### config.mk
export PLATFORM = sky130hd
export DESIGN_NAME = fifo_umbral_flat
export DESIGN_NICKNAME = d
export VERILOG_FILES = /design/src/rtl/fifo_umbral_pkg.sv /design/src/rtl/fifo_umbral_if.sv /design/src/rtl/fifo_umbral_mem.sv /design/src/rtl/fifo_umbral.sv /design/src/flat_wrapper.sv
export SDC_FILE = /design/constraint.sdc
export NUM_CORES = 1
export LEC_CHECK = 0
export BUFFER_PORTS_ARGS = -buffer_cell sky130_fd_sc_hd__buf_2
export CAP_MARGIN = 15
export CORE_MARGIN = 2
export CORE_UTILIZATION = 40
export CTS_CLUSTER_SIZE = 12
export DETAILED_ROUTE_END_ITERATION = 16
export GPL_ROUTABILITY_DRIVEN = 0
export GPL_TIMING_DRIVEN = 0
export SLEW_MARGIN = 20
export SYNTH_ARGS = -nofsm -noshare
export SYNTH_HDL_FRONTEND = slang
export SYNTH_SLANG_ARGS = --single-unit
export TNS_END_PERCENT = 30
### constraint.sdc
create_clock -name clk -period 3.27 [get_ports clk]
set_clock_uncertainty 0.15 [all_clocks]
set_input_delay 0.654 -clock clk [delete_from_list [all_inputs] [get_ports clk]]
set_output_delay 0.654 -clock clk [all_outputs]
set_load 0.1 [all_outputs]
### src/rtl/fifo_umbral_pkg.sv
// Shared defaults and types for the fifo_umbral queue block.
// The FIFO_UMBRAL_HWM_EN macro adds a high-water-mark output to the interface and top.
package fifo_umbral_pkg;

    localparam int DATA_W = 6;
    localparam int ADDR_W = 3;
    localparam int U_W    = 4;
    localparam int DEPTH  = 1 << ADDR_W;

    typedef enum logic [1:0] {
        ERR_NONE = 2'd0,
        ERR_OVF  = 2'd1,
        ERR_UNF  = 2'd2
    } err_cause_e;

endpackage

### src/rtl/fifo_umbral_if.sv
// Push/pop/threshold bundle between a queue user (master) and fifo_umbral (slave).
// With FIFO_UMBRAL_HWM_EN defined, the bundle also carries the high-water mark.
interface fifo_umbral_if #(
    parameter int DATA_W = fifo_umbral_pkg::DATA_W,
    parameter int ADDR_W = fifo_umbral_pkg::ADDR_W,
    parameter int U_W    = fifo_umbral_pkg::U_W
);
    import fifo_umbral_pkg::*;

    logic              wr_en;
    logic [DATA_W-1:0] data_in;
    logic              rd_en;
    logic [DATA_W-1:0] data_out;
    logic              valid_out;
    logic [U_W-1:0]    umbral_alto;
    logic [U_W-1:0]    umbral_bajo;
    logic [ADDR_W:0]   count;
    logic              empty;
    logic              full;
    logic              almost_full;
    logic              almost_empty;
    logic              error;
`ifdef FIFO_UMBRAL_HWM_EN
    logic [ADDR_W:0]   hwm;
`endif

    modport master (
        output wr_en, data_in, rd_en, umbral_alto, umbral_bajo,
        input  data_out, valid_out, count, empty, full,
        input  almost_full, almost_empty, error
`ifdef FIFO_UMBRAL_HWM_EN
        , input hwm
`endif
    );

    modport slave (
        input  wr_en, data_in, rd_en, umbral_alto, umbral_bajo,
        output data_out, valid_out, count, empty, full,
        output almost_full, almost_empty, error
`ifdef FIFO_UMBRAL_HWM_EN
        , output hwm
`endif
    );

endinterface

### src/rtl/fifo_umbral_mem.sv
// Register file for the FIFO: synchronous write, registered read that holds
// its last word when no read is issued.
module fifo_umbral_mem #(
    parameter int DATA_W = fifo_umbral_pkg::DATA_W,
    parameter int ADDR_W = fifo_umbral_pkg::ADDR_W
) (
    input  logic              clk,
    input  logic              reset,
    input  logic              wr_en_i,
    input  logic [ADDR_W-1:0] wr_addr_i,
    input  logic [DATA_W-1:0] wr_data_i,
    input  logic              rd_en_i,
    input  logic [ADDR_W-1:0] rd_addr_i,
    output logic [DATA_W-1:0] rd_data_o
);
    import fifo_umbral_pkg::*;

    logic [DATA_W-1:0] mem_q [1 << ADDR_W];
    logic [DATA_W-1:0] rd_data_q;

    // Contents are deliberately not reset so the array maps onto RAM.
    always_ff @(posedge clk) begin
        if (wr_en_i) begin
            mem_q[wr_addr_i] <= wr_data_i;
        end
    end

    always_ff @(posedge clk) begin
        if (reset) begin
            rd_data_q <= '0;
        end else if (rd_en_i) begin
            rd_data_q <= mem_q[rd_addr_i];
        end
    end

    assign rd_data_o = rd_data_q;

endmodule

### src/rtl/fifo_umbral.sv
// Synchronous FIFO with live almost-full/almost-empty thresholds and a sticky error flag.
// Define FIFO_UMBRAL_HWM_EN to add the registered high-water-mark output.
module fifo_umbral #(
    parameter int DATA_W = fifo_umbral_pkg::DATA_W,
    parameter int ADDR_W = fifo_umbral_pkg::ADDR_W,
    parameter int U_W    = fifo_umbral_pkg::U_W
) (
    input  logic          clk,
    input  logic          reset,
    fifo_umbral_if.slave  bus
);
    import fifo_umbral_pkg::*;

    localparam logic [ADDR_W:0] DEPTH_CNT = (ADDR_W + 1)'(1 << ADDR_W);

    logic [ADDR_W-1:0] wr_ptr_q, wr_ptr_d;
    logic [ADDR_W-1:0] rd_ptr_q, rd_ptr_d;
    logic [ADDR_W:0]   count_q, count_d;
    logic              valid_q;
    logic              error_q, error_d;
    logic              is_empty, is_full;
    logic              do_wr, do_rd, ovf, unf;
    logic [U_W-1:0]    count_ext;

    assign is_empty = (count_q == '0);
    assign is_full  = (count_q == DEPTH_CNT);

    // A read alongside a write on a full queue frees the slot the write lands in.
    assign do_rd = bus.rd_en && !is_empty;
    assign do_wr = bus.wr_en && (!is_full || bus.rd_en);
    assign ovf   = bus.wr_en && is_full && !bus.rd_en;
    assign unf   = bus.rd_en && is_empty;

    always_comb begin
        wr_ptr_d = wr_ptr_q + ADDR_W'(do_wr);
        rd_ptr_d = rd_ptr_q + ADDR_W'(do_rd);
        count_d  = count_q;
        case ({do_wr, do_rd})
            2'b10:   count_d = count_q + 1'b1;
            2'b01:   count_d = count_q - 1'b1;
            default: count_d = count_q;
        endcase
        error_d = error_q | ovf | unf;
    end

    always_ff @(posedge clk) begin
        if (reset) begin
            wr_ptr_q <= '0;
            rd_ptr_q <= '0;
            count_q  <= '0;
            valid_q  <= 1'b0;
            error_q  <= 1'b0;
        end else begin
            wr_ptr_q <= wr_ptr_d;
            rd_ptr_q <= rd_ptr_d;
            count_q  <= count_d;
            valid_q  <= do_rd;
            error_q  <= error_d;
        end
    end

    fifo_umbral_mem #(
        .DATA_W (DATA_W),
        .ADDR_W (ADDR_W)
    ) u_mem (
        .clk       (clk),
        .reset     (reset),
        .wr_en_i   (do_wr && !reset),
        .wr_addr_i (wr_ptr_q),
        .wr_data_i (bus.data_in),
        .rd_en_i   (do_rd && !reset),
        .rd_addr_i (rd_ptr_q),
        .rd_data_o (bus.data_out)
    );

    // Thresholds are compared live against the zero-extended occupancy.
    assign count_ext        = U_W'(count_q);
    assign bus.count        = count_q;
    assign bus.empty        = is_empty;
    assign bus.full         = is_full;
    assign bus.almost_full  = (count_ext >= bus.umbral_alto);
    assign bus.almost_empty = (count_ext <= bus.umbral_bajo);
    assign bus.valid_out    = valid_q;
    assign bus.error        = error_q;

`ifdef FIFO_UMBRAL_HWM_EN
    logic [ADDR_W:0] hwm_q, hwm_d;

    assign hwm_d = (count_d > hwm_q) ? count_d : hwm_q;

    always_ff @(posedge clk) begin
        if (reset) begin
            hwm_q <= '0;
        end else begin
            hwm_q <= hwm_d;
        end
    end

    assign bus.hwm = hwm_q;
`endif

endmodule

### src/flat_wrapper.sv
// flat-port wrapper written by rule: the top's interface ports become plain ports
module fifo_umbral_flat import fifo_umbral_pkg::*;
#(
    parameter int DATA_W = fifo_umbral_pkg::DATA_W,
    parameter int ADDR_W = fifo_umbral_pkg::ADDR_W,
    parameter int U_W    = fifo_umbral_pkg::U_W
)
  (clk, reset, bus_wr_en, bus_data_in, bus_rd_en, bus_umbral_alto, bus_umbral_bajo, bus_data_out, bus_valid_out, bus_count, bus_empty, bus_full, bus_almost_full, bus_almost_empty, bus_error);
  fifo_umbral_if #(.DATA_W(DATA_W), .ADDR_W(ADDR_W), .U_W(U_W)) bus_i ();
  input  logic clk;
  input  logic reset;
  input wire logic [$bits(bus_i.wr_en)-1:0] bus_wr_en;
  input wire logic [$bits(bus_i.data_in)-1:0] bus_data_in;
  input wire logic [$bits(bus_i.rd_en)-1:0] bus_rd_en;
  input wire logic [$bits(bus_i.umbral_alto)-1:0] bus_umbral_alto;
  input wire logic [$bits(bus_i.umbral_bajo)-1:0] bus_umbral_bajo;
  output wire logic [$bits(bus_i.data_out)-1:0] bus_data_out;
  output wire logic [$bits(bus_i.valid_out)-1:0] bus_valid_out;
  output wire logic [$bits(bus_i.count)-1:0] bus_count;
  output wire logic [$bits(bus_i.empty)-1:0] bus_empty;
  output wire logic [$bits(bus_i.full)-1:0] bus_full;
  output wire logic [$bits(bus_i.almost_full)-1:0] bus_almost_full;
  output wire logic [$bits(bus_i.almost_empty)-1:0] bus_almost_empty;
  output wire logic [$bits(bus_i.error)-1:0] bus_error;
  assign bus_i.wr_en = bus_wr_en;
  assign bus_i.data_in = bus_data_in;
  assign bus_i.rd_en = bus_rd_en;
  assign bus_i.umbral_alto = bus_umbral_alto;
  assign bus_i.umbral_bajo = bus_umbral_bajo;
  assign bus_data_out = bus_i.data_out;
  assign bus_valid_out = bus_i.valid_out;
  assign bus_count = bus_i.count;
  assign bus_empty = bus_i.empty;
  assign bus_full = bus_i.full;
  assign bus_almost_full = bus_i.almost_full;
  assign bus_almost_empty = bus_i.almost_empty;
  assign bus_error = bus_i.error;
  fifo_umbral #(.DATA_W(DATA_W), .ADDR_W(ADDR_W), .U_W(U_W)) u_core (.clk(clk), .reset(reset), .bus(bus_i));
endmodule
* Word-level counts from Yosys, hierarchy flattened
Memories as Yosys holds them, arrays and structs flattened. A register that Yosys moved wholly into a read port is not among the register bits.
Cells that the tools add are included.
W data, S select, Z words.
** Word-level totals
- Input port bits :: 18
- Memories :: 1
- Output and inout bits :: 16
- RAM bits :: 48
- Bits in registers :: 12
** Memories
- u_core.u_mem.mem_q :: depth 8, bits a word 6, read ports 1, clocked after Yosys merged registers in 1, wr ports 1, line fifo_umbral_mem.sv:18 : logic [DATA_W-1:0] mem_q [1 << ADDR_W];
** Operators by class
- Mux-type cells :: 3
- Add/subtract/negate cells :: 4
- Order comparisons :: 2
- Bitwise gates (word level) :: 2
- Reduce and logical (&&, ||, !) cells :: 14
- Equality and inequality tests :: 3
** Operators with widths (number)
- $pmux W4 S2 :: 1
- $logic_and A1 B1 Y1 :: 7
- $add A3 B1 Y3 :: 2
- $add A4 B1 Y4 const B :: 1
- $eq A4 B4 Y1 const B :: 1
- $ge A4 B4 Y1 :: 1
- $le A4 B4 Y1 :: 1
- $logic_not A1 Y1 :: 4
- $logic_not A4 Y1 :: 1
- $sub A4 B1 Y4 const B :: 1
- $eq A2 B1 Y1 const B :: 1
- $eq A2 B2 Y1 const B :: 1
- $mux W1 :: 2
- $or A1 B1 Y1 :: 2
- $reduce_bool A2 Y1 :: 1
- $logic_or A1 B1 Y1 :: 1

* Longest topological paths before layout
Gate-level depths: netlist of the first run.
- Word-level depth :: 7
- Gate-level depth with buffers :: 9
- Depth with buffers taken out :: 8

* By module
From an unflattened synthesis of the first run, not the netlist that was laid out.
** Unflattened totals
- Cells, all modules :: 211
- Area, all modules :: 2911.5 µm²
** Modules (own cells, without submodules)
- fifo_umbral_mem :: cells each 123, area an instance 2115.8 µm², times used 1, seq. area each 1561.5 µm²
- fifo_umbral :: cells each 88, area an instance 795.8 µm², times used 1, seq. area each 240.2 µm²

* Worst setup path before layout of the first run
Ideal clock, no wire load.
- Path type :: flip-flop to output port
- Start :: reg u_core.count_q[1], in the netlist u_core.bus.count[1]
- End :: out bus_almost_empty
- Data arrival time :: 3.904 ns
- Slack :: -1.438 ns
- Stages on the path, launching flop included :: 6
- Required time :: 2.466 ns
- Path through :: dfxtp_1 ha_1 nor2b_1 o21a_1 o21a_1 o21ai_0
** On the way
- Word-level cells in the longest chain between the ends :: 1
** Ends and longest elaborated chain
- start, declared :: line fifo_umbral.sv:18 : logic [ADDR_W:0] count_q, count_d;
- start signal, assigned :: line fifo_umbral.sv:56 : count_q <= count_d;
- $le A4 B4 Y1 :: line fifo_umbral.sv:82 : assign bus.almost_empty = (count_ext <= bus.umbral_bajo);
- end, declared :: line flat_wrapper.sv:23 : output wire logic [$bits(bus_i.almost_empty)-1:0] bus_almost_empty;
No other way between the ends.

* Worst setup path after layout of the first run
- Start :: reg u_core.count_q[0], in the netlist u_core.bus.count[0]
- End :: out bus_almost_full
** On the way
- Word-level cells in the longest chain between the ends :: 1
** Ends and longest elaborated chain
- $ge A4 B4 Y1 :: line fifo_umbral.sv:81 : assign bus.almost_full = (count_ext >= bus.umbral_alto);
- end, declared :: line flat_wrapper.sv:22 : output wire logic [$bits(bus_i.almost_full)-1:0] bus_almost_full;
No other way between the ends.

==> results.yml, run 1 <==
clock_network:
  cts_buffers: 9
  cts_tree: "done"
  cts.sinks: 66
  cts_buffer_depth: 2
  clk_latency_ps: 340
  root_buffer: "clkbuf_8"
  hold_buffers: 0
  post_cts.repair.setup_buffers: 0
  cts_resized: 0
  cts_max_level: 3
  cts.reportedPaths.clkPinSlew_ps: 70
timing:
  worst_pin_slew_ps: 693.0
  fin_tns_setup_ps: 0
  hold_viol_final: 0
  final.min_clock_period_ps: 2963
  drv_slew: 0
  relSlewSlack_pct: 53.63
  fmax_mhz: 337.5
  period_share_pct: 90.61
  holdWs_ps: 328.7
  setup_viol: 0
  grt_setup_unrepaired: "false"
final_layout:
  antennaDiodeCount: 0
  finalInstanceArea_mm2: 0.003430
  final_util_pct: 49.93
  syn_to_final_growth_pct: 19.28
  n_fill_cell: 608
  nNetsFinal: 273
  drive_above_1_share_pct: 30.49
hold_path:
  min_to: "u_core.bus.error"
  min_path_type: "flip-flop to flip-flop"
  whs_path_depth: 2
  hold_path.startpoint: "u_core.bus.error"
drt:
  viasPerCell: 4.997
  drt_iter0_markers: 97
  wire_per_inst_um: 15.90
  drc: 0
  wl_um: 5438
  antenna_left: 0
  via_count: 1709
  drt_pass1_iterations: 4
critical_path:
  crit_cells: 7
  critPathArrivalTime_ps: 2160
  crit_fanout: 8
  rrSetupSlack_ps: 590
  reg2regPathDepth: 9
  reg2reg_from: "u_core.bus.count[1]"
  cp_slowest_cell: "dfxtp_1"
  crit_buf_inv: 2
  end_kind: "output port"
  path_cells: "inv_1, ha_1, nand2b_1, a21o_1, a21o_1, a21o_1, buf_2"
  crit_type: "flip-flop to output port"
  crit_family: "compound AO/OA/AOI/OAI gates"
  startpoint_type: "flip-flop"
  path_common_cell: "a21o_1"
  cp.required_ps: 2470
  critPathMaxStageDelay_ps: 480
  reg2reg_to: "u_core.bus.count[2]"
synth:
  synth-edff-count: 48
  synth_seq_area_share_pct: 62.66
  synth_flop_cell: "edfxtp_1"
  synth_compound_area_share_pct: 5.570
  postSynthAreaPerCell_um2: 14.74
  synth.distinct_cells: 40
  syn_nets: 227
  synthAdderAreaFrac_pct: 6.092
  ys_ff_latch: 66
  ys_warn_count: 0
  synthSimpleGateAreaFrac_pct: 11.62
  synth_xor_area_share_pct: 1.218
  syn_area_mm2: 0.002875
  syn_inst: 195
  synth.area.top_cells: "edfxtp_1, dfxtp_1, mux4_2, ha_1, nor2_1"
  synthArstFlopShare_pct: 0
  synth_top_area_share_pct: 50.13
  synth_top_family_by_area: "simple AND/OR/NAND/NOR gates"
  synth_top_area_cell: "edfxtp_1"
  synth_common_cells: "edfxtp_1, nor2_1, dfxtp_1, ha_1, mux4_2"
  synth.mux.area_fraction_pct: 10.10
  yosysMostFrequentCell: "edfxtp_1"
global_routing:
  antenna_found_initial: 0
  grt_max_degree: 13
  grt_pass1_vias: 1647
  overflow: 0
  grt_util_all_layers_pct: 15.33
  grt_pass1_wl_um: 8556
floorplanning:
  core_mm2: 0.006869
  start_util_pct: 41.86
  die-width_um: 88.78
  dieArea_mm2: 0.007882
  num_rows: 30
  die_h_um: 88.78
  io_pins: 34
place:
  numPortBuffers: 33
  dpl-instance-area_mm2: 0.003187
  hpwlAfterDp_um: 3670
flow_run:
  max-cap-violations: 0
pwr:
  ir_worst_vdd_mv: 0.4488
  powerDensity_mw_per_mm2: 909.3
  leakage_nw: 1.307
outcome:
  run_status: "completed"
## layer usage
metal  GRT usage (%)  wire length (um)  vias to the layer above
met5               0                 0                        -
met4           6.198                81                        0
met3           4.571               251                        8
met2           23.95              2638                       41
met1           20.11              2466                      828
li1                -                 -                      832
## layout by cell type (no fill, tap or decap), drive strengths merged, types with 2 or more instances in the layout
cell type,synthesis,final
edfxtp,48,48
buf,4,39
nor2,23,23
dfxtp,18,18
ha,14,14
clkbuf,3,13
mux4,12,12
inv,9,9
nor3,8,8
nor2b,6,6
o22ai,6,6
nand2b,6,6
o21a,4,4
nand2,4,4
a21o,3,3
a21oi,3,3
bufinv,0,3
o21ai,2,2
xor2,2,2
nand3b,2,2
nor4,2,2
and3b,2,2
mux2i,2,2
xnor2,2,2
clkinv,0,2
## worst max-delay path by stage
| stage | startpoint | endpoint |
|---|---|---|
| after floorplan | u_core.bus.count[1] | bus_empty |
| after global placement | bus_rd_en | u_core.u_mem.mem_q[1][1] |
| after detailed placement | bus_umbral_bajo[1] | bus_almost_empty |
| after CTS | u_core.bus.count[0] | bus_almost_full |
| after global routing | u_core.bus.count[0] | bus_almost_full |
| final | u_core.bus.count[0] | bus_almost_full |
## through the flow
stage / total power [mW] / std cells / setup WS [ps]
floorplan: 2.110 / 195 / -177.4
global placement: 2.307 / 324 / 322.1
detailed placement: 2.324 / 326 / 410.9
CTS: 3.153 / 342 / 269.7
global route: 3.279 / 342 / 189.5
finish: 3.118 / 342 / 306.9
## worst min-delay path, cell delays in order, from the launching register on
cell and delay (ps):
dfxtp_1 330, nor2_1 40, nor2_1 70
## cell families after synthesis
| group | count (synthesis) |
|---|---|
| flops | 66 |
| simple gates | 58 |
| compound gates | 23 |
| buf+inv | 16 |
| mux | 14 |
| fa+ha+maj | 14 |
| xor+xnor | 4 |
## final cells by class
cell class | count | area (um2) | area share [%]
multi-input cells | 113 | 1011 | 29.48
plain buffers | 7 | 45.04 | 1.313
repair buffers | 35 | 175.2 | 5.108
flip-flops and latches | 66 | 1802 | 52.54
clock buffers | 10 | 127.6 | 3.721
clock inverters | 6 | 115.1 | 3.356
well taps | 96 | 120.1 | 3.502
inverters | 9 | 33.78 | 0.9850
## sequential cells by signal (all words and copies together) (netlist names)
| register | cells |
|---|---|
| u_core.bus.error | 1 |
| u_core.u_mem.rd_data_o | 6 |
| u_core.u_mem.mem_q | 48 |
| u_core.bus.valid_out | 1 |
| u_core.bus.count | 4 |
| u_core.wr_ptr_q | 3 |
| u_core.rd_ptr_q | 3 |
## report_power, final
part / internal (mW) / switching (mW)
Combinational: 0.337 / 0.909
Sequential: 0.978 / 0.0716
Clock: 0.509 / 0.314
Total: 1.82 / 1.29
No activity file was read; power rests on OpenSTA's default activity.
==> inputs of run 2 (changes only) <==
CTS_BUF_LIST = sky130_fd_sc_hd__clkbuf_4 sky130_fd_sc_hd__clkbuf_8   (was default)
SYNTH_HIERARCHICAL = 1   (was default)
==> results.yml, run 2 <==
floorplanning:
  dieArea_mm2: 0.007977
  die_h_um: 89.32
  die-width_um: 89.32
  start_util_pct: 40.80
  core_mm2: 0.007137
  num_rows: 31
  io_pins: 34
critical_path:
  crit_family: "buffers and inverters"
  crit_type: "input port to output port"
  critPathArrivalTime_ps: 2050
  end_kind: "output port"
  rrSetupSlack_ps: 590
  path_cells: "buf_2, inv_1, ha_1, nor2b_1, o21a_1, o21a_1, o21ai_2, buf_2"
  startpoint_type: "input port"
  critPathMaxStageDelay_ps: 430
  cp_slowest_cell: "buf_2"
  cp.required_ps: 2470
  crit_buf_inv: 3
  crit_fanout: 2
final_layout:
  drive_above_1_share_pct: 26.54
  final_common_cell: "edfxtp_1"
  largest_register: "u_core/u_mem/mem_q"
  layout_common_cells: "edfxtp_1, buf_2, nor2_1"
  syn_to_final_growth_pct: 17.75
  nNetsFinal: 288
  final_util_pct: 48.04
  largest_register_ffs: 48
  antennaDiodeCount: 0
timing:
  grt_setup_unrepaired: "false"
  drv_slew: 0
  setup_viol: 0
  worst_pin_slew_ps: 1013
  period_share_pct: 87.31
  final.min_clock_period_ps: 2855
  relSlewSlack_pct: 31.92
  hold_viol_final: 0
  fmax_mhz: 350.3
  fin_tns_setup_ps: 0
drt:
  drc: 0
  drt_pass1_iterations: 4
  wl_um: 5099
  via_count: 1701
  drt_iter0_markers: 92
  antenna_left: 0
  viasPerCell: 4.738
  wire_per_inst_um: 14.20
synth:
  synth-edff-count: 48
  synth.distinct_cells: 34
  synthArstFlopShare_pct: 0
  ys_ff_latch: 66
  synth_common_cells: "edfxtp_1, nor2_1, dfxtp_1, ha_1, mux2i_1"
  yosysMostFrequentCell: "edfxtp_1"
  syn_nets: 244
  syn_inst: 211
  synth_seq_area_share_pct: 61.88
  postSynthAreaPerCell_um2: 13.80
  synth.area.top_cells: "edfxtp_1, dfxtp_1, ha_1, mux2i_1, mux2_2"
  synth_top_area_share_pct: 49.51
  synth_flop_cell: "edfxtp_1"
  ys_warn_count: 6
  syn_area_mm2: 0.002912
  synth_top_area_cell: "edfxtp_1"
global_routing:
  antenna_found_initial: 0
  groute.layer.met2.usage_pct: 20.40
  grt_pass1_vias: 1588
  overflow: 0
  grt-busiest-layer: "met2"
  grt_max_degree: 13
  use_met3_pct: 6.002
  grt_util_all_layers_pct: 13.60
  grt_pass1_wl_um: 7741
  grt_use_met1_pct: 18.06
clock_network:
  clk_latency_ps: 330
  cts.sinks: 66
  hold_buffers: 0
  cts_resized: 0
  post_cts.repair.setup_buffers: 0
  cts_buffers: 9
  cts_tree: "done"
  cts_buffer_depth: 2
  root_buffer: "clkbuf_8"
  cts_max_level: 3
  cts.reportedPaths.clkPinSlew_ps: 70
pwr:
  powerDensity_mw_per_mm2: 903.4
  leakage_nw: 1.325
  ir_worst_vdd_mv: 0.3838
place:
  hpwlAfterDp_um: 3640
  numPortBuffers: 33
hold_path:
  min_path_type: "flip-flop to flip-flop"
flow_run:
  max-cap-violations: 0
outcome:
  run_status: "completed"
[run 2: changes by cell type after synthesis, moves of 3 or more]
cell / previous run / this run
o21ai_1: 0 / 3
mux4_2: 12 / 0
a22oi_1: 0 / 3
nor2b_1: 6 / 12
a221o_1: 0 / 3
mux2_2: 0 / 11
nor3_2: 3 / 0
a211oi_1: 0 / 6
o221ai_1: 0 / 3
o22ai_1: 6 / 3
mux2i_1: 2 / 13
[run 2: worst reg2reg max path, cell delays in order (launching register included)]
cell and delay (ps):
dfxtp_2 370, or3_1 440, o21ai_1 320, ha_1 380
or3_1 420, o32ai_2 170, mux2_4 320
[run 2: metal layers]
layer	up-vias	routed length, um
met5	-	0
met4	0	49
met3	5	249
met2	38	2251
met1	788	2548
li1	870	-
[run 2: cell type report]
type,instances,area [um2]
multi-input combinational,131,1028
clock inverter,6,81.33
inverter,9,33.78
tap,99,123.9
fill,686,3709
timing repair buffer,33,165.2
buffer,5,58.81
clock buffer,10,131.4
sequential,66,1805
[run 2: kinds of logic after synthesis]
group / count (synthesis) / synth area share, %
buf+inv: 14 / 3.180
flops: 66 / 61.88
simple gates: 52 / 9.025
xor+xnor: 5 / 1.504
mux: 26 / 9.626
fa+ha+maj: 15 / 6.446
compound gates: 33 / 8.337
[run 2: power by group]
group,internal [mW],switching (mW)
logic,0.395,0.920
registers,0.975,0.0775
clock network,0.432,0.297
total,1.80,1.29
[run 2: final timing paths]
path | to | startpoint | depth (start not counted)
setup / recovery | bus_almost_empty | bus_umbral_bajo[1] | 8
hold / removal | u_core/u_mem/rd_data_o[1] | u_core/u_mem/rd_data_o[1] | 2
setup reg to reg | u_core/bus.count[3] | u_core/bus.count[0] | 6
hold reg to reg | u_core/u_mem/rd_data_o[1] | u_core/u_mem/rd_data_o[1] | 2
[run 2: stage by stage]
step,worst slack [ps],instances,total power [mW],hold slack (ps),cell area (um2)
finish,414.9,359,3.097,332.1,3428
global route,283.3,359,3.264,351.7,3428
CTS,387.1,359,3.128,335.7,3428
detailed placement,402.0,343,2.397,326.0,3216
global placement,432.9,343,2.386,319.4,3216
floorplan,36.44,211,2.182,338.5,2927
